**src/rtl/spectrum_power_stream_pkg.sv**
```systemverilog
// Shared types and helpers for the spectrum power stream front end.
package spectrum_power_stream_pkg;

  // Framing state of the input frame tracker.
  typedef enum logic [1:0] {
    ST_IDLE = 2'd0,
    ST_RUN  = 2'd1,
    ST_SKIP = 2'd2
  } frame_state_e;

  localparam int IN_W_DEF  = 12;
  localparam int OUT_W_DEF = 24;
  localparam int SKIP_W    = 4;
  localparam int CNT_W     = 16;

  // Shift a nonnegative sum right and clamp it to the largest out_w-bit value.
  function automatic logic [63:0] sat_shift(input logic [63:0] value,
                                            input int          shift,
                                            input int          out_w);
    logic [63:0] shifted;
    logic [63:0] max_val;
    shifted = value >> shift;
    max_val = (64'd1 << out_w) - 64'd1;
    if (shifted > max_val) begin
      return max_val;
    end else begin
      return shifted;
    end
  endfunction

endpackage

```
**src/rtl/spectrum_power_stream_power_sq_pipe.sv**
```systemverilog
// Three-stage |X|^2 pipeline: register inputs, square both parts, then sum,
// shift and saturate. Frame side-band bits ride along at the same depth.
module power_sq_pipe
  import spectrum_power_stream_pkg::*;
#(
  parameter int IN_W  = IN_W_DEF,
  parameter int OUT_W = OUT_W_DEF,
  parameter int SHIFT = 0
) (
  input  logic                   clk,
  input  logic                   rst_n,
  input  logic                   in_valid,
  input  logic                   in_sop,
  input  logic                   in_eop,
  input  logic                   in_err,
  input  logic signed [IN_W-1:0] in_real,
  input  logic signed [IN_W-1:0] in_imag,
  output logic                   out_valid,
  output logic                   out_sop,
  output logic                   out_eop,
  output logic                   out_err,
  output logic [OUT_W-1:0]       out_data
);

  localparam int PW = 2 * IN_W;

  logic                   s1_valid_d, s1_valid_q;
  logic                   s1_sop_d, s1_sop_q;
  logic                   s1_eop_d, s1_eop_q;
  logic                   s1_err_d, s1_err_q;
  logic signed [IN_W-1:0] s1_re_d, s1_re_q;
  logic signed [IN_W-1:0] s1_im_d, s1_im_q;

  logic                   s2_valid_d, s2_valid_q;
  logic                   s2_sop_d, s2_sop_q;
  logic                   s2_eop_d, s2_eop_q;
  logic                   s2_err_d, s2_err_q;
  logic [PW-1:0]          s2_re_sq_d, s2_re_sq_q;
  logic [PW-1:0]          s2_im_sq_d, s2_im_sq_q;

  logic                   out_valid_d, out_valid_q;
  logic                   out_sop_d, out_sop_q;
  logic                   out_eop_d, out_eop_q;
  logic                   out_err_d, out_err_q;
  logic [OUT_W-1:0]       out_data_d, out_data_q;

  logic signed [PW-1:0]   re_ext_s;
  logic signed [PW-1:0]   im_ext_s;
  logic [PW:0]            sum_s;

  // Stage 1: capture the beat; markers are qualified by valid here.
  always_comb begin
    s1_valid_d = in_valid;
    s1_sop_d   = in_valid & in_sop;
    s1_eop_d   = in_valid & in_eop;
    s1_err_d   = in_err;
    s1_re_d    = in_real;
    s1_im_d    = in_imag;
  end

  // Stage 2: square each part at full product width; squares are never negative.
  always_comb begin
    re_ext_s   = {{IN_W{s1_re_q[IN_W-1]}}, s1_re_q};
    im_ext_s   = {{IN_W{s1_im_q[IN_W-1]}}, s1_im_q};
    s2_re_sq_d = re_ext_s * re_ext_s;
    s2_im_sq_d = im_ext_s * im_ext_s;
    s2_valid_d = s1_valid_q;
    s2_sop_d   = s1_sop_q;
    s2_eop_d   = s1_eop_q;
    s2_err_d   = s1_err_q;
  end

  // Stage 3: one extra bit for the sum, then shift/saturate; data is zero when idle.
  always_comb begin
    sum_s       = {1'b0, s2_re_sq_q} + {1'b0, s2_im_sq_q};
    out_valid_d = s2_valid_q;
    out_sop_d   = s2_valid_q & s2_sop_q;
    out_eop_d   = s2_valid_q & s2_eop_q;
    out_err_d   = s2_err_q;
    out_data_d  = s2_valid_q ? OUT_W'(sat_shift(64'(sum_s), SHIFT, OUT_W))
                             : {OUT_W{1'b0}};
  end

  // Pipeline registers; reset clears every stage so no stale beat escapes.
  always_ff @(posedge clk or negedge rst_n) begin
    if (!rst_n) begin
      s1_valid_q  <= 1'b0;
      s1_sop_q    <= 1'b0;
      s1_eop_q    <= 1'b0;
      s1_err_q    <= 1'b0;
      s1_re_q     <= {IN_W{1'b0}};
      s1_im_q     <= {IN_W{1'b0}};
      s2_valid_q  <= 1'b0;
      s2_sop_q    <= 1'b0;
      s2_eop_q    <= 1'b0;
      s2_err_q    <= 1'b0;
      s2_re_sq_q  <= {PW{1'b0}};
      s2_im_sq_q  <= {PW{1'b0}};
      out_valid_q <= 1'b0;
      out_sop_q   <= 1'b0;
      out_eop_q   <= 1'b0;
      out_err_q   <= 1'b0;
      out_data_q  <= {OUT_W{1'b0}};
    end else begin
      s1_valid_q  <= s1_valid_d;
      s1_sop_q    <= s1_sop_d;
      s1_eop_q    <= s1_eop_d;
      s1_err_q    <= s1_err_d;
      s1_re_q     <= s1_re_d;
      s1_im_q     <= s1_im_d;
      s2_valid_q  <= s2_valid_d;
      s2_sop_q    <= s2_sop_d;
      s2_eop_q    <= s2_eop_d;
      s2_err_q    <= s2_err_d;
      s2_re_sq_q  <= s2_re_sq_d;
      s2_im_sq_q  <= s2_im_sq_d;
      out_valid_q <= out_valid_d;
      out_sop_q   <= out_sop_d;
      out_eop_q   <= out_eop_d;
      out_err_q   <= out_err_d;
      out_data_q  <= out_data_d;
    end
  end

  assign out_valid = out_valid_q;
  assign out_sop   = out_sop_q;
  assign out_eop   = out_eop_q;
  assign out_err   = out_err_q;
  assign out_data  = out_data_q;

endmodule

```
**src/rtl/spectrum_power_stream.sv**
```systemverilog
// Power-spectrum stream front end: frame tracking, decimation and frame
// length enforcement around the |X|^2 pipeline.
module spectrum_power_stream
  import spectrum_power_stream_pkg::*;
#(
  parameter int IN_W      = IN_W_DEF,
  parameter int OUT_W     = OUT_W_DEF,
  parameter int FRAME_LEN = 64,
  parameter int SHIFT     = 0
) (
  input  logic                   clk,
  input  logic                   rst_n,
  input  logic                   in_valid,
  input  logic                   in_sop,
  input  logic                   in_eop,
  input  logic signed [IN_W-1:0] in_real,
  input  logic signed [IN_W-1:0] in_imag,
  input  logic [SKIP_W-1:0]      frame_skip,
  output logic                   source_valid,
  output logic                   source_sop,
  output logic                   source_eop,
  output logic [OUT_W-1:0]       source_data,
  output logic                   frame_err,
  output logic [CNT_W-1:0]       frame_cnt
);

  localparam int               BIN_W    = $clog2(FRAME_LEN);
  localparam logic [BIN_W-1:0] LAST_BIN = BIN_W'(FRAME_LEN - 1);

  frame_state_e      state_d, state_q;
  logic [BIN_W-1:0]  bin_d, bin_q;
  logic [SKIP_W-1:0] skip_d, skip_q;
  logic [CNT_W-1:0]  frame_cnt_d, frame_cnt_q;

  frame_state_e      open_state_s;
  logic              last_bin_s;
  logic              fwd_valid_s;
  logic              fwd_sop_s;
  logic              fwd_eop_s;
  logic              fwd_err_s;

  // Frame tracker: decides per beat whether it is forwarded and which markers it carries.
  always_comb begin
    state_d      = state_q;
    bin_d        = bin_q;
    skip_d       = skip_q;
    open_state_s = ST_RUN;
    fwd_valid_s  = 1'b0;
    fwd_sop_s    = 1'b0;
    fwd_eop_s    = 1'b0;
    fwd_err_s    = 1'b0;
    last_bin_s   = (bin_q == LAST_BIN);
    if (in_valid && in_sop) begin
      // A frame start always begins at bin 0; an open frame is abandoned and a
      // sop+eop beat is a one-bin frame, both of which are framing errors.
      fwd_err_s = (state_q != ST_IDLE) || in_eop;
      if (skip_q == {SKIP_W{1'b0}}) begin
        skip_d       = frame_skip;
        open_state_s = ST_RUN;
        fwd_valid_s  = 1'b1;
        fwd_sop_s    = 1'b1;
        fwd_eop_s    = in_eop;
      end else begin
        skip_d       = skip_q - {{(SKIP_W-1){1'b0}}, 1'b1};
        open_state_s = ST_SKIP;
      end
      if (in_eop) begin
        state_d = ST_IDLE;
        bin_d   = {BIN_W{1'b0}};
      end else begin
        state_d = open_state_s;
        bin_d   = {{(BIN_W-1){1'b0}}, 1'b1};
      end
    end else if (in_valid) begin
      case (state_q)
        ST_RUN, ST_SKIP: begin
          fwd_valid_s = (state_q == ST_RUN);
          fwd_eop_s   = (state_q == ST_RUN) && (in_eop || last_bin_s);
          // Early eop and a missing eop on the last bin are both violations.
          fwd_err_s   = in_eop ^ last_bin_s;
          if (in_eop || last_bin_s) begin
            state_d = ST_IDLE;
            bin_d   = {BIN_W{1'b0}};
          end else begin
            bin_d = bin_q + {{(BIN_W-1){1'b0}}, 1'b1};
          end
        end
        ST_IDLE: begin
          state_d = ST_IDLE;
        end
        default: begin
          state_d = ST_IDLE;
          bin_d   = {BIN_W{1'b0}};
        end
      endcase
    end else begin
      state_d = state_q;
    end
  end

  // Forwarded-frame counter advances once per emitted end-of-frame beat.
  always_comb begin
    frame_cnt_d = frame_cnt_q + {{(CNT_W-1){1'b0}}, (source_valid & source_eop)};
  end

  // Tracker and counter state.
  always_ff @(posedge clk or negedge rst_n) begin
    if (!rst_n) begin
      state_q     <= ST_IDLE;
      bin_q       <= {BIN_W{1'b0}};
      skip_q      <= {SKIP_W{1'b0}};
      frame_cnt_q <= {CNT_W{1'b0}};
    end else begin
      state_q     <= state_d;
      bin_q       <= bin_d;
      skip_q      <= skip_d;
      frame_cnt_q <= frame_cnt_d;
    end
  end

  power_sq_pipe #(
    .IN_W (IN_W),
    .OUT_W(OUT_W),
    .SHIFT(SHIFT)
  ) u_power_sq_pipe (
    .clk      (clk),
    .rst_n    (rst_n),
    .in_valid (fwd_valid_s),
    .in_sop   (fwd_sop_s),
    .in_eop   (fwd_eop_s),
    .in_err   (fwd_err_s),
    .in_real  (in_real),
    .in_imag  (in_imag),
    .out_valid(source_valid),
    .out_sop  (source_sop),
    .out_eop  (source_eop),
    .out_err  (frame_err),
    .out_data (source_data)
  );

  assign frame_cnt = frame_cnt_q;

endmodule
```
**config.mk**
```make
export PLATFORM = sky130hd
export DESIGN_NAME = spectrum_power_stream
export DESIGN_NICKNAME = d
export VERILOG_FILES = /design/src/rtl/spectrum_power_stream_pkg.sv /design/src/rtl/spectrum_power_stream_power_sq_pipe.sv /design/src/rtl/spectrum_power_stream.sv
export SDC_FILE = /design/constraint.sdc
export NUM_CORES = 1
export LEC_CHECK = 0
export ABC_AREA = 0
export CAP_MARGIN = 20
export CELL_PAD_IN_SITES_DETAIL_PLACEMENT = 1
export CELL_PAD_IN_SITES_GLOBAL_PLACEMENT = 2
export CORE_MARGIN = 2
export CORE_UTILIZATION = 41
export DETAILED_ROUTE_END_ITERATION = 12
export PLACE_DENSITY = 0.79
export REMOVE_ABC_BUFFERS = 1
export SLEW_MARGIN = 20
export SYNTH_ARGS = -nofsm -noshare
export SYNTH_HDL_FRONTEND = slang
export SYNTH_HIERARCHICAL = 1
export SYNTH_SLANG_ARGS = --single-unit
```
**constraint.sdc**
```tcl
create_clock -name clk -period 5.93 [get_ports clk]
set_input_delay 1.779 -clock clk [delete_from_list [all_inputs] [get_ports clk]]
set_output_delay 1.779 -clock clk [all_outputs]
set_load 0.02 [all_outputs]
```
==> results of run 1 <==
## power breakdown
group          switching (mW)  internal (mW)
registers               0.114           1.22
clock network           0.465          0.631
logic                    4.48           3.48
total                    5.06           5.33
## kinds of logic (layout without fill, tap and decap cells)
group | Yosys count | after routing | synth area share [%]
and+or+nand+nor | 335 | 335 | 11.3
adders and majority gates | 387 | 387 | 43.1
xor gates and xnor gates | 79 | 79 | 4.50
AOI/OAI and AO/OA | 184 | 184 | 8.67
buffers and inverters | 426 | 521 | 10.5
muxes | 6 | 6 | 0.394
DFF | 134 | 134 | 21.6
## state kept, by name, summed over array words and instances, names as in the netlist
name                         count
u_power_sq_pipe/s2_sop_q         1
skip_q                           4
u_power_sq_pipe/out_sop          1
u_power_sq_pipe/out_valid        1
state_q                          2
u_power_sq_pipe/s1_im_q         12
u_power_sq_pipe/out_eop          1
u_power_sq_pipe/s2_re_sq_q      23
u_power_sq_pipe/out_err          1
u_power_sq_pipe/out_data        24
u_power_sq_pipe/out_err_d        1
u_power_sq_pipe/s1_eop_q         1
u_power_sq_pipe/s2_im_sq_q      23
u_power_sq_pipe/s1_err_q         1
u_power_sq_pipe/s1_sop_q         1
frame_cnt                       16
u_power_sq_pipe/out_valid_d      1
bin_q                            6
u_power_sq_pipe/s1_valid_q       1
u_power_sq_pipe/s2_eop_q         1
u_power_sq_pipe/s1_re_q         12
## layout make-up
| class | instances | area [um2] |
|---|---|---|
| Fill cell | 4223 | 19900 |
| Multi-Input combinational cell | 991 | 10600 |
| Sequential cell | 134 | 3350 |
| Inverter | 391 | 1470 |
| Timing Repair Buffer | 98 | 927 |
| Tap cell | 511 | 639 |
| Clock buffer | 18 | 429 |
| Clock inverter | 14 | 163 |
## routing by layer
layer | vias to the layer above | part of all wire [%] | track usage (%)
li1 | 4937 | - | -
met1 | 5408 | 46 | 24.6
met2 | 87 | 51 | 33.2
met3 | 15 | 2.6 | 3.09
met4 | 0 | 0.72 | 3.34
met5 | - | 0 | 0
## cell usage after synthesis (4+ instances only)
library cell and n:
xor2_1 22, a21oi_1 47, or4_1 5, nand2_1 93, and3_1 5, a21o_1 13, o21bai_1 6, mux2i_1 5
a211oi_1 5, nor2_1 65, nand2b_1 6, and2_1 78, o21ai_0 21, and4_1 5, dfrtp_1 134, nor2b_1 7
nand3_1 15, o21a_1 34, buf_6 4, o31ai_1 5, o21ai_1 4, clkbuf_1 28, nor4_1 8, nor3_1 15
inv_1 389, xnor2_1 56, nand4_1 12, fa_1 248, ha_1 139
## path summary, 6_finish.rpt
| kind | startpoint | endpoint | slack, ns |
|---|---|---|---|
| worst min-delay path | u_power_sq_pipe/s1_valid_q$_DFF_PN0_ | u_power_sq_pipe/out_valid_d$_DFF_PN0_ | 0.35 |
| worst max-delay path | u_power_sq_pipe/s1_im_q[8]$_DFF_PN0_ | u_power_sq_pipe/s2_im_sq_q[22]$_DFF_PN0_ | 0.38 |
| min in group asynchronous | rst_n | u_power_sq_pipe/s1_im_q[7]$_DFF_PN0_ | 1.32 |
| worst min register to register | u_power_sq_pipe/s1_valid_q$_DFF_PN0_ | u_power_sq_pipe/out_valid_d$_DFF_PN0_ | 0.35 |
| max in group asynchronous | rst_n | u_power_sq_pipe/s1_re_q[8]$_DFF_PN0_ | 3.59 |
| worst max register to register | u_power_sq_pipe/s1_im_q[8]$_DFF_PN0_ | u_power_sq_pipe/s2_im_sq_q[22]$_DFF_PN0_ | 0.38 |
## stage by stage
stage | cell area (um2) | setup slack (ns) | power (mW) | util (%) | std cells
after floorplan | 15400 | 0.668 | 7.68 | - | 1516
after global routing | 17500 | 0.0122 | 11.8 | 46.8 | 2157
after detailed placement | 17000 | 0.415 | 9.40 | 45.2 | 2125
final | 17500 | 0.376 | 10.4 | 46.8 | 2157
after global placement | 17000 | 0.508 | 9.22 | 45.2 | 2125
after CTS | 17500 | 0.380 | 10.6 | 46.8 | 2157
## cell usage in the layout (no fill, tap or decap), types with 13 or more instances in the layout
cell / Yosys / layout
nand2_1: 93 / 93
o21a_1: 34 / 34
clkdlybuf4s50_1: 0 / 75
nor2_1: 65 / 65
nand3_1: 15 / 15
nor3_1: 15 / 15
buf_4: 0 / 22
dfrtp_1: 134 / 134
xor2_1: 22 / 22
fa_1: 248 / 248
clkbuf_16: 0 / 17
a21oi_1: 47 / 47
a21o_1: 13 / 13
and2_1: 78 / 78
ha_1: 139 / 139
inv_1: 389 / 389
xnor2_1: 56 / 56
o21ai_0: 21 / 21
==> out/metrics.yaml, run 1 <==
grt_overflow: 0
io_buffers: 76
grtUsageTotal_pct: 18.8
min_period_over_period_pct: 93.7
synth-edff-count: 0
grt_pass1_vias: 11900
worstHoldPathType: "register to register"
rsz0062_at_grt: "no"
critPathLaunchType: "register"
wl_mm: 33.5
slew_headroom_pct: 34.2
r2r_cells: 21
drt_iter0_drc: 275
fin_skew_ns: 0.0134
path_cells: "inv_1, nor2_1, inv_1, fa_1, inv_1, fa_1, inv_1, fa_1, inv_1, fa_1, inv_1, fa_1, inv_1, ha_1, a21oi_1, o221ai_1, a311oi_2, o211ai_1, a31o_1, a21oi_1, xnor2_1"
place_congestion: 0.796
cts-root-buf: "clkbuf_16"
setup_violations: 0
setup_tns_ns: 0
rows: 71
cp_slowest_cell: "fa_1"
ios: 77
cts.sinks: 134
yosys.area.top_type: "fa_1"
final-max-slew-violation-count: 0
cp.arrival_ns: 5.91
min_period_ns: 5.55
ys.flop_type: "dfrtp_1"
crit_type: "register to register"
yosys_warnings: 6
coreArea_um2: 37500
cpPeakStageDelay_ns: 0.53
htree_num_levels: 4
synthCells: 1551
dp_hpwl_mm: 28.1
clk_latency_ns: 0.44
grt_antenna_before_repair: 0
path_clk_slew_ns: 0.07
holdBufCountCts: 0
cp_max_fo: 5
crit_buf_inv: 7
netlist_area_um2: 15600
post_cts_resized: 0
syn_area_per_cell_um2: 10.0
postCtsSetupBuffers: 0
fp.dieArea_um2: 39500
synth_area_leaders: "fa_1 32%, dfrtp_1 22%, ha_1 11%, inv_1 9.4%, xnor2_1 3.2%"
layout-drive-gt1-share_pct: 5.41
cts_buffers: 17
synthArstFlopShare_pct: 100
clockBufferDepth: 2
endpoint_kind: "register"
p_per_area_nw_per_um2: 592
crit_top_cell: "inv_1"
dr_total_vias: 10400
dieWidth_um: 199
power.leakage_nw: 8.76
hold_depth: 0
yosysUniqueCellTypes: 82
synth_top_area_share_pct: 31.9
crit_required_ns: 6.29
synthToLayoutAreaGrowth_pct: 12.8
fp.dieH_um: 199
cp.depth: 21
diodes: 0
final_nets: 2053
irDropWorstVdd_mv: 0.361
ant_nets: 0
dr.pass1.iters: 4
grt_pass1_wl_mm: 58.3
synth-seq-cells: 134
tightest_slew_ns: 0.986
fmax_ghz: 0.180
start_util_pct: 41.5
viasPerCell: 4.84
hold-worst-slack_ns: 0.349
wire_per_inst_um: 15.5
cp_top_family: "adder cells"
cts_tree: "yes"
status: "finished clean"
final-hold-violation-count: 0
drc: 0
max-cap-violations: 0
ys_seq_area_share_pct: 21.6
grt_max_degree: 62
Note: power is estimated with default switching activity, not from simulation.
==> inputs of run 2 (changes only) <==
--- a/config.mk
+++ b/config.mk
@@ -5,14 +5,14 @@
 export SDC_FILE = /design/constraint.sdc
 export NUM_CORES = 1
 export LEC_CHECK = 0
-export ABC_AREA = 0
+export ABC_AREA = 1
 export CAP_MARGIN = 20
 export CELL_PAD_IN_SITES_DETAIL_PLACEMENT = 1
 export CELL_PAD_IN_SITES_GLOBAL_PLACEMENT = 2
 export CORE_MARGIN = 2
-export CORE_UTILIZATION = 41
+export CORE_UTILIZATION = 39
 export DETAILED_ROUTE_END_ITERATION = 12
-export PLACE_DENSITY = 0.79
+export PLACE_DENSITY = 0.8
 export REMOVE_ABC_BUFFERS = 1
 export SLEW_MARGIN = 20
 export SYNTH_ARGS = -nofsm -noshare
==> out/metrics.yaml, run 2 <==
cts_tree: "yes"
tightest_slew_ns: 0.695  # -0.291 ns
slew_headroom_pct: 53.7  # +19 points
start_util_pct: 39.4  # -2.1 points
diodes: 0  # unchanged
grt_pass1_vias: 13800  # +15%
yosys.area.top_type: "fa_1"
grt_max_degree: 73  # +18%
startpoint: "u_power_sq_pipe/s1_im_q[3]$_DFF_PN0_"
status: "finished clean"
final_cell_mix: "571 x inv_1, 426 x nand2_1, 248 x fa_1, 139 x ha_1, 134 x dfrtp_1"
wire_per_inst_um: 15.5  # -0.36%
largest_reg_flops: 24  # unchanged
dieWidth_um: 210  # +5.4%
netlist_area_um2: 16500  # +5.9%
ys.flop_type: "dfrtp_1"
drc: 0  # unchanged
cts_buffers: 17  # unchanged
r2r_cells: 17  # -19%
fmax_ghz: 0.182  # +1.3%
grt_antenna_before_repair: 0  # unchanged
place_inst: 2582  # +22%
min_period_ns: 5.49  # -0.0688 ns
setup_tns_ns: 0  # unchanged
final_nets: 2482  # +21%
dr.pass1.iters: 4  # unchanged
final-hold-violation-count: 0  # unchanged
synth-edff-count: 0  # unchanged
fp.dieArea_um2: 43900  # +11%
cp.arrival_ns: 5.84  # -0.07 ns
worstHoldPathType: "register to register"
yosysMostFrequentCell: "inv_1"
drt_iter0_drc: 465  # +69%
grtUsageTotal_pct: 20.1  # +1.3 points
postCtsSetupBuffers: 0  # unchanged
endpoint_kind: "register"
hold_depth: 0  # unchanged
cts.sinks: 134  # unchanged
worstReg2RegStart: "u_power_sq_pipe/s1_im_q[3]$_DFF_PN0_"
path_clk_slew_ns: 0.07  # about the same
clk_latency_ns: 0.48  # +0.04 ns
ant_nets: 0  # unchanged
crit_required_ns: 6.29  # about the same
synthToLayoutAreaGrowth_pct: 12.2
synthCells: 1984  # +28%
grt_pass1_wl_mm: 69.0  # +18%
synth_top_area_share_pct: 30.1  # -1.8 points
cp_max_fo: 13  # +8
ys_seq_area_share_pct: 20.4  # -1.2 points
grt_overflow: 0  # unchanged
synth_area_leaders: "fa_1 30%, dfrtp_1 20%, inv_1 13%, ha_1 11%, nand2_1 9.7%"
finalNonFillerCells: 2614  # +21%
critPathLaunchType: "register"
dp_hpwl_mm: 34.9  # +24%
ios: 77  # unchanged
coreArea_um2: 41900  # +12%
crit_type: "register to register"
syn_area_per_cell_um2: 8.30  # -17%
post_cts_resized: 0  # unchanged
max-cap-violations: 0  # unchanged
clockBufferDepth: 2  # unchanged
holdBufCountCts: 0  # unchanged
dr_total_vias: 12300  # +17%
cts-root-buf: "clkbuf_16"
place_congestion: 0.812  # +1.9%
fin_skew_ns: 0.0230  # +0.00953 ns
rows: 75  # +5.6%
io_buffers: 76  # unchanged
htree_num_levels: 4  # unchanged
rsz0062_at_grt: "no"
synthArstFlopShare_pct: 100  # unchanged
synth-seq-cells: 134  # unchanged
yosysUniqueCellTypes: 40  # -51%
setup_violations: 0  # unchanged
final-max-slew-violation-count: 0  # unchanged
yosys_warnings: 6  # unchanged
min_period_over_period_pct: 92.5  # -1.2 points
layout-drive-gt1-share_pct: 5.06  # -0.35 points
viasPerCell: 4.69  # -3.1%
worstHoldStart: "u_power_sq_pipe/s1_valid_q$_DFF_PN0_"
ys_top_cells_by_count: "571 x inv_1, 426 x nand2_1, 248 x fa_1"
final_common_cell: "inv_1"
wl_mm: 40.4  # +21%
fp.dieH_um: 210  # +5.4%
## run 2: cell count changes in the layout (fill, tap and decap cells not counted), moves of 11 or more
| cell | delta |
|---|---|
| nand3_1 | +39 |
| xnor2_1 | -32 |
| nand2_1 | +333 |
| nor2_1 | +23 |
| a21oi_1 | +19 |
| and2_1 | -78 |
| o21a_1 | -32 |
| inv_1 | +182 |
| o21ai_0 | +22 |
| xor2_1 | +15 |
| nand2_2 | +11 |
## run 2: final cells by class
| cell class | instances | area [um2] |
|---|---|---|
| multi-input combinational | 1238 | 10800 |
| timing repair buffer | 88 | 852 |
| tap | 539 | 674 |
| inverter | 583 | 2190 |
| clock buffer | 19 | 443 |
| clock inverter | 13 | 159 |
| sequential | 134 | 3350 |
| fill | 5013 | 23400 |
## run 2: per-stage QoR
step / worst slack [ns] / util (%) / area, um2 / hold slack (ns)
2_1_floorplan: 1.00 / - / 16300 / 0.331
3_3_place_gp: 0.599 / 42.7 / 17900 / 0.333
3_5_place_dp: 0.419 / 42.7 / 17900 / 0.337
4_1_cts: 0.407 / 44.1 / 18500 / 0.346
5_1_grt: 0.0351 / 44.1 / 18500 / 0.347
6_report: 0.445 / 44.1 / 18500 / 0.343
## run 2: worst paths after layout
kind / endpoint / slack [ns]
worst max-delay path: u_power_sq_pipe/s2_im_sq_q[23]$_DFF_PN0_ / 0.44
worst min-delay path: u_power_sq_pipe/out_valid_d$_DFF_PN0_ / 0.34
worst max register to register: u_power_sq_pipe/s2_im_sq_q[23]$_DFF_PN0_ / 0.44
worst min register to register: u_power_sq_pipe/out_valid_d$_DFF_PN0_ / 0.34
max in group asynchronous: u_power_sq_pipe/s2_re_sq_q[4]$_DFF_PN0_ / 3.65
min in group asynchronous: u_power_sq_pipe/s1_im_q[5]$_DFF_PN0_ / 1.31
## run 2: kinds of logic after synthesis
| kind of cell | share of synthesized area [%] |
|---|---|
| XOR/XNOR | 3.24 |
| adder cells (fa/ha/maj) | 40.7 |
| flip-flops | 20.4 |
| buffers and inverters | 14.1 |
| AO/OA/AOI/OAI | 5.02 |
| AND/OR/NAND/NOR | 16.6 |
## run 2: per-layer routing
layer,vias up,global-route usage (%),wire (um)
met5,-,0,0
met4,0,4.92,608
met3,41,3.01,863
met2,120,35.6,20600
met1,6147,25.9,18400
li1,5954,-,-
## run 2: critical path: stages, from the launching register on
cell,delay (ns)
dfrtp_1,0.68
nand2_1,0.19
inv_1,0.14
fa_1,0.57
fa_1,0.71
inv_1,0.09
fa_1,0.48
fa_1,0.54
fa_1,0.56
inv_1,0.05
ha_1,0.42
nand2_1,0.15
nor3_1,0.29
nand4_1,0.18
nand3_1,0.15
inv_1,0.05
nand2_1,0.06
nand2_1,0.04
Power of run 2 is not shown: default switching activity piles up to over one toggle a cycle in this logic, so the estimate is an artifact.
